## config.mk

```make
export PLATFORM = sky130hd
export DESIGN_NAME = prog_sequencer
export DESIGN_NICKNAME = d
export VERILOG_FILES = /design/src/rtl/seq_pkg.sv /design/src/rtl/sat_counter.sv /design/src/rtl/prog_sequencer.sv
export SDC_FILE = /design/constraint.sdc
export NUM_CORES = 1
export LEC_CHECK = 0
export CORE_ASPECT_RATIO = 0.9
export CORE_MARGIN = 1
export CORE_UTILIZATION = 35
export CTS_CLUSTER_DIAMETER = 150
export DETAILED_ROUTE_END_ITERATION = 12
export PLACE_DENSITY = 0.75
export SYNTH_ARGS = -nofsm -noshare
export SYNTH_HDL_FRONTEND = slang
export SYNTH_SLANG_ARGS = --single-unit
```

## constraint.sdc

```tcl
create_clock -name Clk -period 1.4 [get_ports Clk]
set_input_delay 0.14 -clock Clk [delete_from_list [all_inputs] [get_ports Clk]]
set_output_delay 0.14 -clock Clk [all_outputs]
set_load 0.01 [all_outputs]
```

## src/rtl/seq_pkg.sv

```systemverilog
// Shared types and constants for the program sequencer and instruction decoder.
package seq_pkg;

    typedef enum logic [1:0] {
        SEQ_IDLE = 2'd0,
        SEQ_RUN  = 2'd1,
        SEQ_DONE = 2'd2
    } seq_state_t;

    localparam logic [7:0] HALT_OPCODE = 8'h00;

endpackage

```

## src/rtl/sat_counter.sv

```systemverilog
// Saturating up-counter with synchronous clear; clear takes priority over enable.
module sat_counter #(
    parameter int unsigned W = 16
) (
    input  logic         clk,
    input  logic         clear,
    input  logic         enable,
    output logic [W-1:0] count
);

    always_ff @(posedge clk) begin
        if (clear) begin
            count <= '0;
        end else if (enable && (count != '1)) begin
            count <= count + {{(W-1){1'b0}}, 1'b1};
        end
    end

endmodule

```

## src/rtl/prog_sequencer.sv

```systemverilog
// Run-control and PC sequencer for the 8-bit encryption core.
// Optional RUN-cycle counter enabled by defining SEQ_CYCLE_COUNT_EN.
module prog_sequencer
    import seq_pkg::*;
#(
    parameter int unsigned          PC_W       = 10,
    parameter logic [PC_W-1:0]      START_ADDR = '0,
    parameter int unsigned          CNT_W      = 16
) (
    input  logic             Clk,
    input  logic             Reset,
    input  logic             Start,
    input  logic             Halt,
    input  logic             BranchEn,
    input  logic [PC_W-1:0]  BranchTarget,
    input  logic             Stall,
    output logic [PC_W-1:0]  PC,
    output logic             Running,
    output logic             Done,
    output logic [CNT_W-1:0] CycleCount
);

    seq_state_t      state;
    logic [PC_W-1:0] pc_q;
    logic [PC_W-1:0] pc_inc;

    assign pc_inc = pc_q + {{(PC_W-1){1'b0}}, 1'b1};

    always_ff @(posedge Clk) begin
        if (Reset) begin
            state <= SEQ_IDLE;
            pc_q  <= START_ADDR;
        end else begin
            case (state)
                SEQ_IDLE, SEQ_DONE: begin
                    if (Start) begin
                        state <= SEQ_RUN;
                        pc_q  <= START_ADDR;
                    end
                end
                SEQ_RUN: begin
                    // Stall freezes everything; otherwise Halt outranks BranchEn.
                    if (!Stall) begin
                        if (Halt) begin
                            state <= SEQ_DONE;
                        end else if (BranchEn) begin
                            pc_q <= BranchTarget;
                        end else begin
                            pc_q <= pc_inc;
                        end
                    end
                end
                default: begin
                    state <= SEQ_IDLE;
                    pc_q  <= START_ADDR;
                end
            endcase
        end
    end

    assign PC      = pc_q;
    assign Running = (state == SEQ_RUN);
    assign Done    = (state == SEQ_DONE);

`ifdef SEQ_CYCLE_COUNT_EN
    logic start_accept;
    assign start_accept = Start && (state != SEQ_RUN);

    sat_counter #(
        .W (CNT_W)
    ) u_cycle_cnt (
        .clk    (Clk),
        .clear  (Reset || start_accept),
        .enable (state == SEQ_RUN),
        .count  (CycleCount)
    );
`else
    assign CycleCount = '0;
`endif

endmodule
```

**Word level (Yosys, flattened, before mapping)**

Index checks and enable logic that the tools add are counted.

- Add/subtract/negate cells: 1
- Equal/unequal tests: 6
- Muxes and demuxes: 9
- Reductions and logical operators: 4

Operators with widths:

| operator | number |
|---|---|
| $mux W10 | 4 |
| $pmux W10 S2 | 1 |
| $add A10 B1 Y10 const B | 1 |
| $ne A2 B2 Y1 const B | 4 |
| $mux W2 | 3 |
| $reduce_and A3 Y1 | 2 |
| $pmux W2 S2 | 1 |
| $eq A2 B1 Y1 const B | 1 |
| $eq A2 B2 Y1 const B | 1 |
| $logic_not A2 Y1 | 1 |
| $reduce_or A2 Y1 | 1 |

- Flip-flop bits (word level): 12
- Bits of input ports: 16
- Output and inout port bits: 28

**Longest topological paths before layout**

Gate-level depths: netlist of the first run.

- Word-level depth: 5
- Mapped depth: 5

**Worst setup path after synthesis of the first run**

OpenSTA, ideal clock, no wires.

- Path kind: reg2reg
- Start: reg pc_q[2], in the netlist PC[2]
- End: reg pc_q[9], in the netlist PC[9]
- Setup time: 122 ps
- Arrival: 1344 ps
- Data required time: 1278 ps
- Setup slack: -66 ps
- Cell stages (with the launch flop): 5
- Buffers on the path: 0
- Period minus slack after synthesis: 1466 ps
- Path through: dfxtp_1 > nand3_1 > or2_1 > o211a_1 > a221o_1

- Cells in the longest elaborated chain, start to end: 5

RTL lines:

| item | RTL line | RTL |
|---|---|---|
| start, declared | prog_sequencer.sv:24 | `logic [PC_W-1:0] pc_q;` |
| start signal, assigned | prog_sequencer.sv:47 | `pc_q <= BranchTarget;` |
| start signal, assigned | prog_sequencer.sv:49 | `pc_q <= pc_inc;` |
| $add A10 B1 Y10 | prog_sequencer.sv:27 | `assign pc_inc = pc_q + {{(PC_W-1){1'b0}}, 1'b1};` |
| $mux W10 | prog_sequencer.sv:46 | `end else if (BranchEn) begin` |
| $mux W10 | prog_sequencer.sv:44 | `if (Halt) begin` |
| $mux W10 | prog_sequencer.sv:43 | `if (!Stall) begin` |
| $pmux W10 S2 | prog_sequencer.sv:34 | `case (state)` |

Every way passes these cells. The select of a mux whose other input is x is not followed.
A chain may end at the register's enable or synchronous reset.

**Worst setup path in the final report of the first run**

- Start: in BranchEn
- End: reg pc_q[8], in the netlist PC[8]

- Cells in the longest elaborated chain, start to end: 4

RTL lines:

| item | RTL line | RTL |
|---|---|---|
| start, declared | prog_sequencer.sv:14 | `input logic BranchEn,` |
| $mux W10 | prog_sequencer.sv:46 |  |
| $mux W10 | prog_sequencer.sv:44 |  |
| $mux W10 | prog_sequencer.sv:43 |  |
| $pmux W10 S2 | prog_sequencer.sv:34 |  |

Every way passes these cells. The select of a mux whose other input is x is not followed.

==> qor.yml, run 1 <==
status: "completed"
comb_power_share_pct: 23.8
grt_pass1_vias: 820
num-fill-cells: 225
maxCapViolCount: 0
synth_top_area_share_pct: 28.44
switching_share_pct: 27.27
yosys-top-cells-area: "dfxtp_1, buf_4, a21oi_1"
gp_congestion: 0.8798
final.setup.tns_ps: 0
yosysUniqueCellTypes: 37
path_class: "in2reg"
post_drt_wl_per_cell_um: 11.49
dpl.hpwl_um: 1587
regArea_um2: 254.0
antenna_found_initial: 0
track_usage_pct: 17.32
required_ps: 1620
holdBufCountCts: 0
max-vdd-ir-drop_mv: 0.6743
synth_area_leader_cell: "dfxtp_1"
ant_nets: 0
layout-drive-gt1-share_pct: 24.84
cp_max_fo: 3
synth-seq-cells: 12
clkTransAtPathRegs_ps: 80
period_needed_ps: 1396
cts_setup_buffers: 0
initial_core_util_pct: 38.01
ios: 44
p_leak_nw: 0.6003
grt-ovfl-total: 0
wirelength_um: 2068
diodes: 0
fmax_mhz: 716.2
switchingPower_mw: 0.2322
endpoint: "PC[8]"
yosysWarnings: 0
synthArstFlopShare_pct: 0
grt_pass1_wl_um: 3415
netlist_area_um2: 844.6
end_kind: "register"
totalPowerFinal_mw: 0.8512
cts.sinks: 12
report.final.setup_viol: 0
final_common_cell: "clkdlybuf4s50_1"
reg2reg_to: "PC[8]"
final-max-slew-violation-count: 0
power.density_nw_per_um2: 663.7
synth.avg_cell_area_um2: 7.678
cp-start-kind: "primary input"
viasPerCell: 4.956
rsz0062_at_grt: "true"
worstSkewPairLatency_ps: 280
path_cells: "clkdlybuf4s50_1 -> or4b_4 -> or2_0 -> o21bai_1 -> o2bb2ai_1"
fp.dieH_um: 48.60
hold_path_class: "reg2reg"
p_clk_share_pct: 33.7
drc: 0
startpoint: "BranchEn"
crit_arrival_ps: 1610
grt_start_max_net_pins: 20
die-area_um2: 2614
p_seq_share_pct: 42.5
io_buffers: 27
r2r_setup_slack_ps: 10
syn2layout_area_growth_pct: 51.85
synthCells: 110
synth_edf_count: 0
tritoncts: "built"
hold_viol: 0
max_stage_delay_ps: 580
multiInputGateArea_um2: 544.3
clockRootBuffer: "clkbuf_4"
clock_skew_ps: 1.483
htreeDepth: 1
intPower_mw: 0.6191
drt_pass1_iterations: 4
r2r_start: "state[0]"
fp.dieW_um: 53.78
core_area_um2: 2222
nNetsFinal: 171
ys_seq_area_share_pct: 28.44
crit_slowest_cell: "or4b_4"
clock_path_buffers: 2
final_cell_mix: "clkdlybuf4s50_1, conb_1, buf_4"
cts-buffers-inserted: 3
synth_ff_type: "dfxtp_1"
core.rowCount: 16
drt_iter0_drc: 12
finalCritPeriodShare_pct: 99.73
route.vias.total: 892
fin_hold_ws_ps: 488.7
r2r_cells: 4
## logic make-up after synthesis
kind of cell / share of synthesized area, %
buffers and inverters: 18.22
other: 0.4440
multiplexers: 2.370
flip-flops: 28.44
AO/OA/AOI/OAI: 23.26
AND/OR/NAND/NOR: 25.78
adder cells (fa/ha/maj): 1.481
## routing by layer
| layer | track usage [%] | routed length, µm |
|---|---|---|
| met1 | 20.76 | 920 |
| met2 | 29.63 | 1002 |
| met4 | 2.632 | 9 |
| met3 | 5.660 | 135 |
| met5 | 0 | 0 |
## critical path, delay by kind of cell
| family | cells | cell delay, ps |
|---|---|---|
| simple gates | 2 | 800 |
| compound gates | 2 | 240 |
| buf+inv | 1 | 430 |
## area by class of cell
| cell class | count | share of cell area [%] |
|---|---|---|
| sequential | 12 | 19.80 |
| clock buffer | 4 | 2.829 |
| inverter | 6 | 1.756 |
| timing repair buffer | 43 | 30.54 |
| tap | 27 | 2.634 |
| multi-input combinational | 88 | 42.44 |
## flip-flops by register name, summed over array words and instances (netlist names)
signal,count
PC,10
state,2
## what timing repair did
item	CTS	global route
setup endpoints to repair	11	11
pin swaps	2	1
resized for setup	11	11
## cell usage after synthesis (2+ instances only)
| library cell | instances |
|---|---|
| mux2i_1 | 2 |
| dfxtp_1 | 12 |
| and3_1 | 2 |
| or2_1 | 2 |
| o31ai_1 | 2 |
| o21bai_1 | 2 |
| nor2_1 | 5 |
| nor3_1 | 5 |
| nor4_1 | 2 |
| clkbuf_1 | 2 |
| nand2_1 | 5 |
| nor2b_1 | 5 |
| buf_4 | 16 |
| o21ai_0 | 4 |
| o22ai_1 | 3 |
| nand2b_1 | 3 |
| a21oi_1 | 11 |
| inv_1 | 6 |
| nand3_1 | 3 |
## through the flow
step / instance area [µm²] / setup WS, ps / instances / utilization (%)
detailed placement: 1204 / -308.7 / 176 / 54.17
finish: 1282 / 3.783 / 180 / 57.71
global placement: 1204 / -246.5 / 176 / 54.17
floorplan: 910.9 / 3.609 / 125 / -
global route: 1282 / -50.00 / 180 / 57.71
CTS: 1252 / -7.630 / 180 / 56.36
## worst min-delay path by stage
stage                     from    end  slack [ps]  cells after the start
2_1_floorplan            Reset  PC[0]         210                      1
3_3_place_gp             PC[5]  PC[5]         480                      2
3_5_place_dp             PC[5]  PC[5]         490                      2
4_1_cts        BranchTarget[8]  PC[8]         500                      3
5_1_grt                  PC[7]  PC[7]         500                      2
6_report                 PC[7]  PC[7]         490                      2
## power by group through the flow
stage / clock [mW] / sequential (mW) / combinational, mW
after CTS: 0.295 / 0.362 / 0.199
after floorplan: 0 / 0.370 / 0.120
final: 0.287 / 0.362 / 0.203
after global placement: 0 / 0.368 / 0.195
after detailed placement: 0 / 0.369 / 0.198
after global routing: 0.304 / 0.364 / 0.223
No activity file was read; power rests on OpenSTA's default activity.
==> run 2, diff against run 1 <==
--- a/config.mk
+++ b/config.mk
@@ -7,10 +7,11 @@
 export LEC_CHECK = 0
 export CORE_ASPECT_RATIO = 0.9
 export CORE_MARGIN = 1
-export CORE_UTILIZATION = 35
+export CORE_UTILIZATION = 42
 export CTS_CLUSTER_DIAMETER = 150
 export DETAILED_ROUTE_END_ITERATION = 12
-export PLACE_DENSITY = 0.75
+export PLACE_DENSITY = 0.85
+export RECOVER_POWER = 25
 export SYNTH_ARGS = -nofsm -noshare
 export SYNTH_HDL_FRONTEND = slang
 export SYNTH_SLANG_ARGS = --single-unit
==> constraint.sdc (replaced) <==
create_clock -name Clk -period 1.8 [get_ports Clk]
set_input_delay 0.18 -clock Clk [delete_from_list [all_inputs] [get_ports Clk]]
set_output_delay 0.18 -clock Clk [all_outputs]
set_load 0.01 [all_outputs]
==> run 2 against run 1 <==
Global-route usage rose by 1.4 points. Register-to-register slack gained 260 ps. Non-clock buffer count decreased by 11. Die area is 16% lower. Clock skew is essentially flat. Critical path type is now reg2out. Highest routed layer unchanged.
==> qor.yml, run 2 (synthesized netlist as in run 1, its figures left out) <==
post_drt_wl_per_cell_um: 11.32  # -1.4%
viasPerCell: 5.263  # +6.2%
clockRootBuffer: "clkbuf_4"
die-area_um2: 2194  # -16%
nNetsFinal: 160  # -6.4%
postPlaceCellArea_um2: 1109  # -7.9%
antenna_found_initial: 0  # unchanged
fin_hold_ws_ps: 503.1  # +14.41 ps
grt-ovfl-total: 0  # unchanged
syn2layout_area_growth_pct: 34.52
period_needed_ps: 1680
p_leak_nw: 0.4485  # -25%
drt_pass1_iterations: 4  # unchanged
fp.dieW_um: 49.27  # -8.4%
path_cells: "nand2b_1 -> inv_1 -> clkdlybuf4s50_1"
clkTransAtPathRegs_ps: 80  # about the same
crit_arrival_ps: 1500  # -110 ps
place_ws_ps: 42.93  # +351.7 ps
final_common_cell: "clkdlybuf4s50_1"
clock_skew_ps: 1.016  # -0.4671 ps
final.setup.tns_ps: 0  # unchanged
drc: 0  # unchanged
maxCapViolCount: 0  # unchanged
dpl.hpwl_um: 1414  # -11%
final_cell_mix: "clkdlybuf4s50_1, conb_1, dfxtp_1"
clock_path_buffers: 2  # unchanged
cts_resized: 0  # -11
drt_iter0_drc: 18  # +6
path_class: "reg2out"
max_stage_delay_ps: 540  # -40 ps
crit_slowest_cell: "clkdlybuf4s50_1"
max-vdd-ir-drop_mv: 0.4762  # -29%
worstSkewPairLatency_ps: 280  # about the same
power.density_nw_per_um2: 560.8  # -16%
r2r_setup_slack_ps: 270  # +260 ps
core.rowCount: 15  # -1
end_kind: "output pin"
diodes: 0  # unchanged
crit_family: "buffers and inverters"
required_ps: 1620  # about the same
fin_ws_ps: 119.8  # +116.0 ps
fp.dieH_um: 44.54  # -8.4%
largest_reg_flops: 10  # unchanged
route.vias.total: 879  # -1.5%
grt_start_max_net_pins: 20  # unchanged
totalPowerFinal_mw: 0.6371  # -25%
status: "completed"
final-max-slew-violation-count: 0  # unchanged
grt_pass1_vias: 754  # -8.0%
gp_congestion: 0.8229  # -6.5%
ios: 44  # unchanged
fmax_mhz: 595.2
io_buffers: 27  # unchanged
track_usage_pct: 18.76  # +1.4 points
cts.sinks: 12  # unchanged
grt_pass1_wl_um: 3132  # -8.3%
htreeDepth: 1  # unchanged
holdBufCountCts: 0  # unchanged
cp_max_fo: 7  # +4
cts-buffers-inserted: 3  # unchanged
stdcell_count: 167  # -7.2%
tritoncts: "built"
fin_area_um2: 1136  # -11%
final_core_util_pct: 59.93  # +2.2 points
rsz0062_at_grt: "false"
finalCritPeriodShare_pct: 93.34
report.final.setup_viol: 0  # unchanged
initial_core_util_pct: 44.55  # +6.5 points
hold_viol: 0  # unchanged
critPathBufInv: 2  # +1
dp.cells: 163  # -7.4%
num-fill-cells: 185  # -18%
cts_setup_buffers: 0  # unchanged
cp-start-kind: "register"
hold_path_class: "reg2reg"
layout-drive-gt1-share_pct: 5.634  # -19 points
ant_nets: 0  # unchanged
wirelength_um: 1891  # -8.6%
core_area_um2: 1896  # -15%
run 2: routing by layer:
metal  share of wire [%]  vias up  GRT usage, %  wire length, µm
li1                    -      427             -                -
met1                  39      405         21.19              741
met2                  50       41         32.88              949
met3                 8.5        6         6.186              161
met4                 2.1        0         7.647               39
met5                   0        -             0                0
run 2: cell type report:
cell class	count	area (µm²)	share of cell area (%)
timing repair buffer	32	304.0	26.76
multi-input combinational	88	501.7	44.16
tap	25	31.28	2.753
inverter	6	22.52	1.982
sequential	12	240.2	21.15
clock buffer	4	36.28	3.194
run 2: power breakdown:
group	total (mW)	switching, mW	internal, mW
clock	0.224	0.100	0.123
sequential	0.281	0.00879	0.273
combinational	0.132	0.0642	0.0680
run 2: worst paths after layout:
kind                  from  endpoint  cells past startpoint
setup / recovery  state[0]   Running                      3
hold / removal       PC[6]     PC[6]                      2
hold reg to reg      PC[6]     PC[6]                      2
setup reg to reg     PC[5]     PC[9]                      4
run 2: worst min-delay path, stage by stage (launching register included):
cell     delay (ps)
dfxtp_1         340
nand2_1          60
o21ai_0          60
==> run 3, diff against run 2 <==
--- a/config.mk
+++ b/config.mk
@@ -5,6 +5,7 @@
 export SDC_FILE = /design/constraint.sdc
 export NUM_CORES = 1
 export LEC_CHECK = 0
+export CAP_MARGIN = 20
 export CORE_ASPECT_RATIO = 0.9
 export CORE_MARGIN = 1
 export CORE_UTILIZATION = 42
==> results of run 3 <==
Same layout as run 2: the final DEF is identical, and so are final timing and power.
